File: src/rtl/ahb_bus_mux_ctrl_if.sv
// rtl/ahb_bus_mux_ctrl_if.sv - AHB-Lite shared-bus signal bundle between masters, slaves and the mux controller
interface ahb_bus_mux_ctrl_if #(
  parameter int NUM_MASTERS = 4,
  parameter int NUM_SLAVES  = 4,
  parameter int ADDR_W      = 32,
  parameter int DATA_W      = 32
);
  localparam int MW = (NUM_MASTERS > 1) ? $clog2(NUM_MASTERS) : 1;

  logic [MW-1:0]                 Hmaster;
  logic [NUM_MASTERS*ADDR_W-1:0] m_Haddr;
  logic [NUM_MASTERS*2-1:0]      m_Htrans;
  logic [NUM_MASTERS-1:0]        m_Hwrite;
  logic [NUM_MASTERS*3-1:0]      m_Hsize;
  logic [NUM_MASTERS*3-1:0]      m_Hburst;
  logic [NUM_MASTERS*DATA_W-1:0] m_Hwdata;
  logic [NUM_SLAVES*DATA_W-1:0]  s_Hrdata;
  logic [NUM_SLAVES-1:0]         s_Hreadyout;
  logic [NUM_SLAVES-1:0]         s_Hresp;

  logic [ADDR_W-1:0]             Haddr;
  logic [1:0]                    Htrans;
  logic                          Hwrite;
  logic [2:0]                    Hsize;
  logic [2:0]                    Hburst;
  logic [DATA_W-1:0]             Hwdata;
  logic [NUM_SLAVES-1:0]         Hsel;
  logic [DATA_W-1:0]             Hrdata;
  logic                          Hready;
  logic                          Hresp;
  logic [MW-1:0]                 Hmaster_data;
  logic [15:0]                   err_count;

  modport master (
    input  Hmaster, m_Haddr, m_Htrans, m_Hwrite, m_Hsize, m_Hburst, m_Hwdata,
           s_Hrdata, s_Hreadyout, s_Hresp,
    output Haddr, Htrans, Hwrite, Hsize, Hburst, Hwdata, Hsel, Hrdata,
           Hready, Hresp, Hmaster_data, err_count
  );

  modport slave (
    output Hmaster, m_Haddr, m_Htrans, m_Hwrite, m_Hsize, m_Hburst, m_Hwdata,
           s_Hrdata, s_Hreadyout, s_Hresp,
    input  Haddr, Htrans, Hwrite, Hsize, Hburst, Hwdata, Hsel, Hrdata,
           Hready, Hresp, Hmaster_data, err_count
  );
endinterface

File: src/rtl/ahb_bus_mux_ctrl.sv
// rtl/ahb_bus_mux_ctrl.sv - AHB-Lite address/data-phase mux with default ERROR slave; AHB_MUX_ERR_CNT_EN adds error counter
module ahb_bus_mux_ctrl #(
  parameter int NUM_MASTERS = 4,
  parameter int NUM_SLAVES  = 4,
  parameter int ADDR_W      = 32,
  parameter int DATA_W      = 32
) (
  input logic                 Hclk,
  input logic                 Hresetn,
  ahb_bus_mux_ctrl_if.master  bus
);
  localparam int MW = (NUM_MASTERS > 1) ? $clog2(NUM_MASTERS) : 1;
  localparam logic [4:0] UNMAPPED = 5'd16;

  typedef enum logic [1:0] {DS_IDLE, DS_ERR1, DS_ERR2} ds_state_t;

  ds_state_t             state_q, state_d;
  logic [MW-1:0]         hm_data_q;
  logic [4:0]            dsel_q;
  logic                  dact_q;
  logic [3:0]            top_nib;
  logic [NUM_SLAVES-1:0] hsel;
  logic                  unmapped;
  logic [4:0]            dec_idx;
  logic                  unm_acc;

  always_comb begin
    int mi;
    mi = int'(bus.Hmaster);
    bus.Haddr  = bus.m_Haddr[mi*ADDR_W +: ADDR_W];
    bus.Htrans = bus.m_Htrans[mi*2 +: 2];
    bus.Hwrite = bus.m_Hwrite[mi];
    bus.Hsize  = bus.m_Hsize[mi*3 +: 3];
    bus.Hburst = bus.m_Hburst[mi*3 +: 3];
  end

  // Decode ignores Htrans so slaves see a stable select through IDLE/BUSY.
  assign top_nib = bus.Haddr[ADDR_W-1 -: 4];

  always_comb begin
    hsel = '0;
    for (int i = 0; i < NUM_SLAVES; i++) begin
      hsel[i] = (top_nib == 4'(i));
    end
  end

  assign unmapped = ~|hsel;
  assign dec_idx  = unmapped ? UNMAPPED : {1'b0, top_nib};
  assign bus.Hsel = hsel;

  always_ff @(posedge Hclk or negedge Hresetn) begin
    if (!Hresetn) begin
      hm_data_q <= '0;
      dsel_q    <= UNMAPPED;
      dact_q    <= 1'b0;
    end else if (bus.Hready) begin
      hm_data_q <= bus.Hmaster;
      dsel_q    <= dec_idx;
      dact_q    <= bus.Htrans[1];
    end
  end

  assign unm_acc = bus.Hready && bus.Htrans[1] && unmapped;

  always_ff @(posedge Hclk or negedge Hresetn) begin
    if (!Hresetn) state_q <= DS_IDLE;
    else          state_q <= state_d;
  end

  always_comb begin
    state_d = state_q;
    case (state_q)
      DS_IDLE: if (unm_acc) state_d = DS_ERR1;
      DS_ERR1: state_d = DS_ERR2;
      DS_ERR2: state_d = unm_acc ? DS_ERR1 : DS_IDLE;
      default: state_d = DS_IDLE;
    endcase
  end

  always_comb begin
    int si;
    si         = int'(dsel_q[3:0]);
    bus.Hready = 1'b1;
    bus.Hresp  = 1'b0;
    bus.Hrdata = '0;
    if (dact_q) begin
      if (dsel_q != UNMAPPED) begin
        bus.Hready = bus.s_Hreadyout[si];
        bus.Hresp  = bus.s_Hresp[si];
        bus.Hrdata = bus.s_Hrdata[si*DATA_W +: DATA_W];
      end else begin
        bus.Hready = (state_q != DS_ERR1);
        bus.Hresp  = (state_q != DS_IDLE);
      end
    end
  end

  assign bus.Hwdata       = bus.m_Hwdata[int'(hm_data_q)*DATA_W +: DATA_W];
  assign bus.Hmaster_data = hm_data_q;

`ifdef AHB_MUX_ERR_CNT_EN
  logic [15:0] err_cnt_q;

  always_ff @(posedge Hclk or negedge Hresetn) begin
    if (!Hresetn)
      err_cnt_q <= '0;
    else if (state_q == DS_ERR1 && err_cnt_q != 16'hFFFF)
      err_cnt_q <= err_cnt_q + 16'd1;
  end

  assign bus.err_count = err_cnt_q;
`else
  assign bus.err_count = 16'h0000;
`endif

endmodule

File: src/flat_wrapper.sv
// flat-port wrapper written by rule: the top's interface ports become plain ports
module ahb_bus_mux_ctrl_flat 
#(
  parameter int NUM_MASTERS = 4,
  parameter int NUM_SLAVES  = 4,
  parameter int ADDR_W      = 32,
  parameter int DATA_W      = 32
)
  (Hclk, Hresetn, bus_Hmaster, bus_m_Haddr, bus_m_Htrans, bus_m_Hwrite, bus_m_Hsize, bus_m_Hburst, bus_m_Hwdata, bus_s_Hrdata, bus_s_Hreadyout, bus_s_Hresp, bus_Haddr, bus_Htrans, bus_Hwrite, bus_Hsize, bus_Hburst, bus_Hwdata, bus_Hsel, bus_Hrdata, bus_Hready, bus_Hresp, bus_Hmaster_data, bus_err_count);
  ahb_bus_mux_ctrl_if #(.NUM_MASTERS(NUM_MASTERS), .NUM_SLAVES(NUM_SLAVES), .ADDR_W(ADDR_W), .DATA_W(DATA_W)) bus_i ();
  input logic Hclk;
  input logic Hresetn;
  input wire logic [$bits(bus_i.Hmaster)-1:0] bus_Hmaster;
  input wire logic [$bits(bus_i.m_Haddr)-1:0] bus_m_Haddr;
  input wire logic [$bits(bus_i.m_Htrans)-1:0] bus_m_Htrans;
  input wire logic [$bits(bus_i.m_Hwrite)-1:0] bus_m_Hwrite;
  input wire logic [$bits(bus_i.m_Hsize)-1:0] bus_m_Hsize;
  input wire logic [$bits(bus_i.m_Hburst)-1:0] bus_m_Hburst;
  input wire logic [$bits(bus_i.m_Hwdata)-1:0] bus_m_Hwdata;
  input wire logic [$bits(bus_i.s_Hrdata)-1:0] bus_s_Hrdata;
  input wire logic [$bits(bus_i.s_Hreadyout)-1:0] bus_s_Hreadyout;
  input wire logic [$bits(bus_i.s_Hresp)-1:0] bus_s_Hresp;
  output wire logic [$bits(bus_i.Haddr)-1:0] bus_Haddr;
  output wire logic [$bits(bus_i.Htrans)-1:0] bus_Htrans;
  output wire logic [$bits(bus_i.Hwrite)-1:0] bus_Hwrite;
  output wire logic [$bits(bus_i.Hsize)-1:0] bus_Hsize;
  output wire logic [$bits(bus_i.Hburst)-1:0] bus_Hburst;
  output wire logic [$bits(bus_i.Hwdata)-1:0] bus_Hwdata;
  output wire logic [$bits(bus_i.Hsel)-1:0] bus_Hsel;
  output wire logic [$bits(bus_i.Hrdata)-1:0] bus_Hrdata;
  output wire logic [$bits(bus_i.Hready)-1:0] bus_Hready;
  output wire logic [$bits(bus_i.Hresp)-1:0] bus_Hresp;
  output wire logic [$bits(bus_i.Hmaster_data)-1:0] bus_Hmaster_data;
  output wire logic [$bits(bus_i.err_count)-1:0] bus_err_count;
  assign bus_i.Hmaster = bus_Hmaster;
  assign bus_i.m_Haddr = bus_m_Haddr;
  assign bus_i.m_Htrans = bus_m_Htrans;
  assign bus_i.m_Hwrite = bus_m_Hwrite;
  assign bus_i.m_Hsize = bus_m_Hsize;
  assign bus_i.m_Hburst = bus_m_Hburst;
  assign bus_i.m_Hwdata = bus_m_Hwdata;
  assign bus_i.s_Hrdata = bus_s_Hrdata;
  assign bus_i.s_Hreadyout = bus_s_Hreadyout;
  assign bus_i.s_Hresp = bus_s_Hresp;
  assign bus_Haddr = bus_i.Haddr;
  assign bus_Htrans = bus_i.Htrans;
  assign bus_Hwrite = bus_i.Hwrite;
  assign bus_Hsize = bus_i.Hsize;
  assign bus_Hburst = bus_i.Hburst;
  assign bus_Hwdata = bus_i.Hwdata;
  assign bus_Hsel = bus_i.Hsel;
  assign bus_Hrdata = bus_i.Hrdata;
  assign bus_Hready = bus_i.Hready;
  assign bus_Hresp = bus_i.Hresp;
  assign bus_Hmaster_data = bus_i.Hmaster_data;
  assign bus_err_count = bus_i.err_count;
  ahb_bus_mux_ctrl #(.NUM_MASTERS(NUM_MASTERS), .NUM_SLAVES(NUM_SLAVES), .ADDR_W(ADDR_W), .DATA_W(DATA_W)) u_core (.Hclk(Hclk), .Hresetn(Hresetn), .bus(bus_i));
endmodule
File: config.mk
export PLATFORM = sky130hd
export DESIGN_NAME = ahb_bus_mux_ctrl_flat
export DESIGN_NICKNAME = d
export VERILOG_FILES = /design/src/rtl/ahb_bus_mux_ctrl_if.sv /design/src/rtl/ahb_bus_mux_ctrl.sv /design/src/flat_wrapper.sv
export SDC_FILE = /design/constraint.sdc
export NUM_CORES = 1
export LEC_CHECK = 0
export ABC_CLOCK_PERIOD_IN_PS = 3200
export BUFFER_PORTS_ARGS = -buffer_cell sky130_fd_sc_hd__buf_2
export CORE_AREA = 2 2 221 223
export CTS_CLUSTER_DIAMETER = 120
export DETAILED_ROUTE_END_ITERATION = 10
export DIE_AREA = 0 0 223 225
export HOLD_SLACK_MARGIN = 0.15
export PLACE_DENSITY = 0.3
export SYNTH_ARGS = -nofsm -noshare
export SYNTH_HDL_FRONTEND = slang
export SYNTH_SLANG_ARGS = --single-unit
File: constraint.sdc
create_clock -name Hclk -period 3.2 [get_ports Hclk]
set_clock_uncertainty 0.1 [all_clocks]
set_input_delay 0.16 -clock Hclk [delete_from_list [all_inputs] [get_ports Hclk]]
set_output_delay 0.16 -clock Hclk [all_outputs]
set_load 0.01 [all_outputs]
==> impl_metrics.tcl <==
set metrics [dict create \
    synth.distinct_cells 26 \
    gp_congestion 0.7583 \
    drtIter0Drc 94 \
    ant_nets 0 \
    period_needed_ns 2.387 \
    tns_ns 0 \
    timing.fmax_mhz 418.9 \
    endpoint_kind "output pin" \
    setup.worst_path.start_class "flop" \
    synth_flop_cell "dfrtp_1" \
    drive_gt1_share_pct 89.75 \
    vias 4568 \
    period_share_pct 74.61 \
    place_area_mm2 0.006723 \
    grt_usage_pct 8.061 \
    cts_buffers 3 \
    slowest_stage "or4_4" \
    reg2reg_depth 6 \
    std_cell_rows 80 \
    clockBufferDepth 2 \
    wl_per_cell_um 16.17 \
    post-cts-setup-buffers 0 \
    layout.nets 1184 \
    fin_area_mm2 0.006829 \
    tightest_slew_ns 0.5537 \
    synthTopCellsByCount "mux4_2, nor2b_1, buf_4, buf_2, clkbuf_1" \
    antenna_found_initial 5 \
    grt.overflow.total 0 \
    viasPerCell 3.337 \
    maxSlewViolCount 0 \
    grt_pass1_vias 5050 \
    async_reset_ff_share_pct 100.0 \
    slew_headroom_pct 63.09 \
    worstHoldEndpoint "u_core.bus.Hmaster_data[1]" \
    worst_hold_startpoint "bus_Hmaster[1]" \
    path_cells "or4_4 -> nor2_1 -> or4b_1 -> buf_4 -> nor2b_1 -> buf_2" \
    io_pins 561 \
    start_util_pct 7.032 \
    status "finished clean" \
    vdd_drop_max_mv 0.2648 \
    synth_top_area_share_pct 72.08 \
    clkLatencyLatePin_ns 0.23 \
    dpl.hpwl_um 20310 \
    worstPathArrival_ns 2.13 \
    clk_pin_slew_worst_paths_ns 0.04 \
    first_pass_iters 4 \
    hold-path-cell-count 2 \
    ff2ff_setup_slack_ns 0.97 \
    htreeDepth 1 \
    numClockSinks 10 \
    critical_path_buf_inv_count 2 \
    slowest_delay_ns 0.55 \
    rsz0062_at_grt "no" \
    worst-setup-path-type "flop to output pin" \
    grt_max_degree 39 \
    die_area_mm2 0.05018 \
    nFillCells 5445 \
    root_buffer "clkbuf_16" \
    powerDensity_mw_per_mm2 479.5 \
    cap_violations 0 \
    drc 0 \
    ys_warn_count 0 \
    seq_area_um2 254.0 \
    critPathRequiredTime_ns 2.94 \
    r2r-start "u_core.dsel_q[0]" \
    yosysSeqAreaShare_pct 7.522 \
    holdCritPathClass "input port to flop" \
    crit_fanout 31 \
    yosys_register_bits 10 \
    multiInputGateArea_mm2 0.002883 \
    wirelength_um 22130 \
    synthCells 222 \
    grt_pass1_wl_um 30180 \
    finalHoldViolCount 0 \
    setup_violations 0 \
    cts-resized-gates 0 \
    cts_tree "yes" \
    synth_top_area_cell "mux4_2" \
    synthesis.area_mm2 0.003343 \
    yosysMostFrequentCell "mux4_2" \
    chipHeight_um 225 \
    p_leak_uw 0.003277 \
    ys_top_cells_by_area "mux4_2, dfrtp_1, nor2b_1" \
    fp.dieW_um 223 \
    r2r_end "u_core.dsel_q[0]" \
    syn_area_per_cell_um2 15.06 \
    power_uw 3275 \
    synth_edf_count 0 \
    io_buffers 544 \
    syn_to_final_growth_pct 104.3 \
    critical_path.top_delay_family "simple AND/OR/NAND/NOR gates" \
    hold_buffers 1 \
    core_area_mm2 0.04755 \
]
[power by group]
| part | internal [µW] | total [µW] | switching [µW] |
|---|---|---|---|
| Sequential | 176 | 260 | 84.6 |
| Clock | 188 | 245 | 57.2 |
| Combinational | 1460 | 2770 | 1310 |
[cell usage in the layout, fill, tap and decap left out, types with 2 or more instances in the layout]
cell       instances
and2_1             3
buf_2            544
buf_4              8
clkbuf_16          3
conb_1            16
dfrtp_1            7
dfrtp_2            2
diode_2            3
inv_1              2
mux2_4             3
mux2i_1            2
mux4_2           107
nand2_1            2
nor2_1             3
nor2b_1           34
nor4b_1            2
[cell type report]
cell class | instances | area share, %
Antenna cell | 3 | 0.1099
Clock buffer | 4 | 1.301
Inverter | 3 | 0.2015
Multi-Input combinational cell | 180 | 42.21
Sequential cell | 10 | 3.719
Tap cell | 615 | 11.27
Timing Repair Buffer | 554 | 41.19
[cells by family (layout without fill, tap and decap cells)]
kind of cell	count (synthesis)	in the layout	share of synthesized area [%]
AOI/OAI and AO/OA	3	3	1.198
DFF	10	10	7.523
other	1	19	0.1122
buffers and inverters	47	561	7.934
muxes	112	112	74.03
and+or+nand+nor	49	49	9.207
[through the flow]
step	utilization, %	hold slack, ns	setup slack (ns)	instances
after global routing	14.36	0.2089	0.6740	1368
after CTS	14.35	0.1964	0.7626	1366
after floorplan	-	-0.2356	1.142	237
after detailed placement	14.14	-0.05468	0.9222	1361
after global placement	14.14	-0.05122	0.9333	1361
final	14.36	0.1822	0.8126	1369
[metal layers]
metal	share of wire [%]	routed length, µm	track usage, %	vias up
li1	-	-	-	2009
met1	31	6751	7.224	2186
met4	3.4	756	3.139	4
met2	57	12530	16.82	345
met5	0.12	27	0	-
met3	9.3	2063	2.125	24
[sequential cells by signal, indices dropped and copies added, names as in the netlist]
signal,cells
u_core.dsel_q,5
u_core.state_q,2
u_core.dact_q,1
u_core.bus.Hmaster_data,2
[how the worst max path moves through the flow]
stage | cells after the start | from | slack (ns) | end
after global routing | 6 | u_core.dsel_q[0] | 0.67 | bus_Hrdata[2]
after CTS | 6 | u_core.dsel_q[0] | 0.76 | bus_Hrdata[2]
after detailed placement | 6 | u_core.dsel_q[0] | 0.92 | u_core.dsel_q[0]
after floorplan | 5 | u_core.dsel_q[0] | 1.14 | u_core.dsel_q[0]
after global placement | 6 | u_core.dsel_q[0] | 0.93 | u_core.dsel_q[0]
final | 6 | u_core.dsel_q[0] | 0.81 | bus_Hrdata[2]
Note: power is estimated with default switching activity, not from simulation.
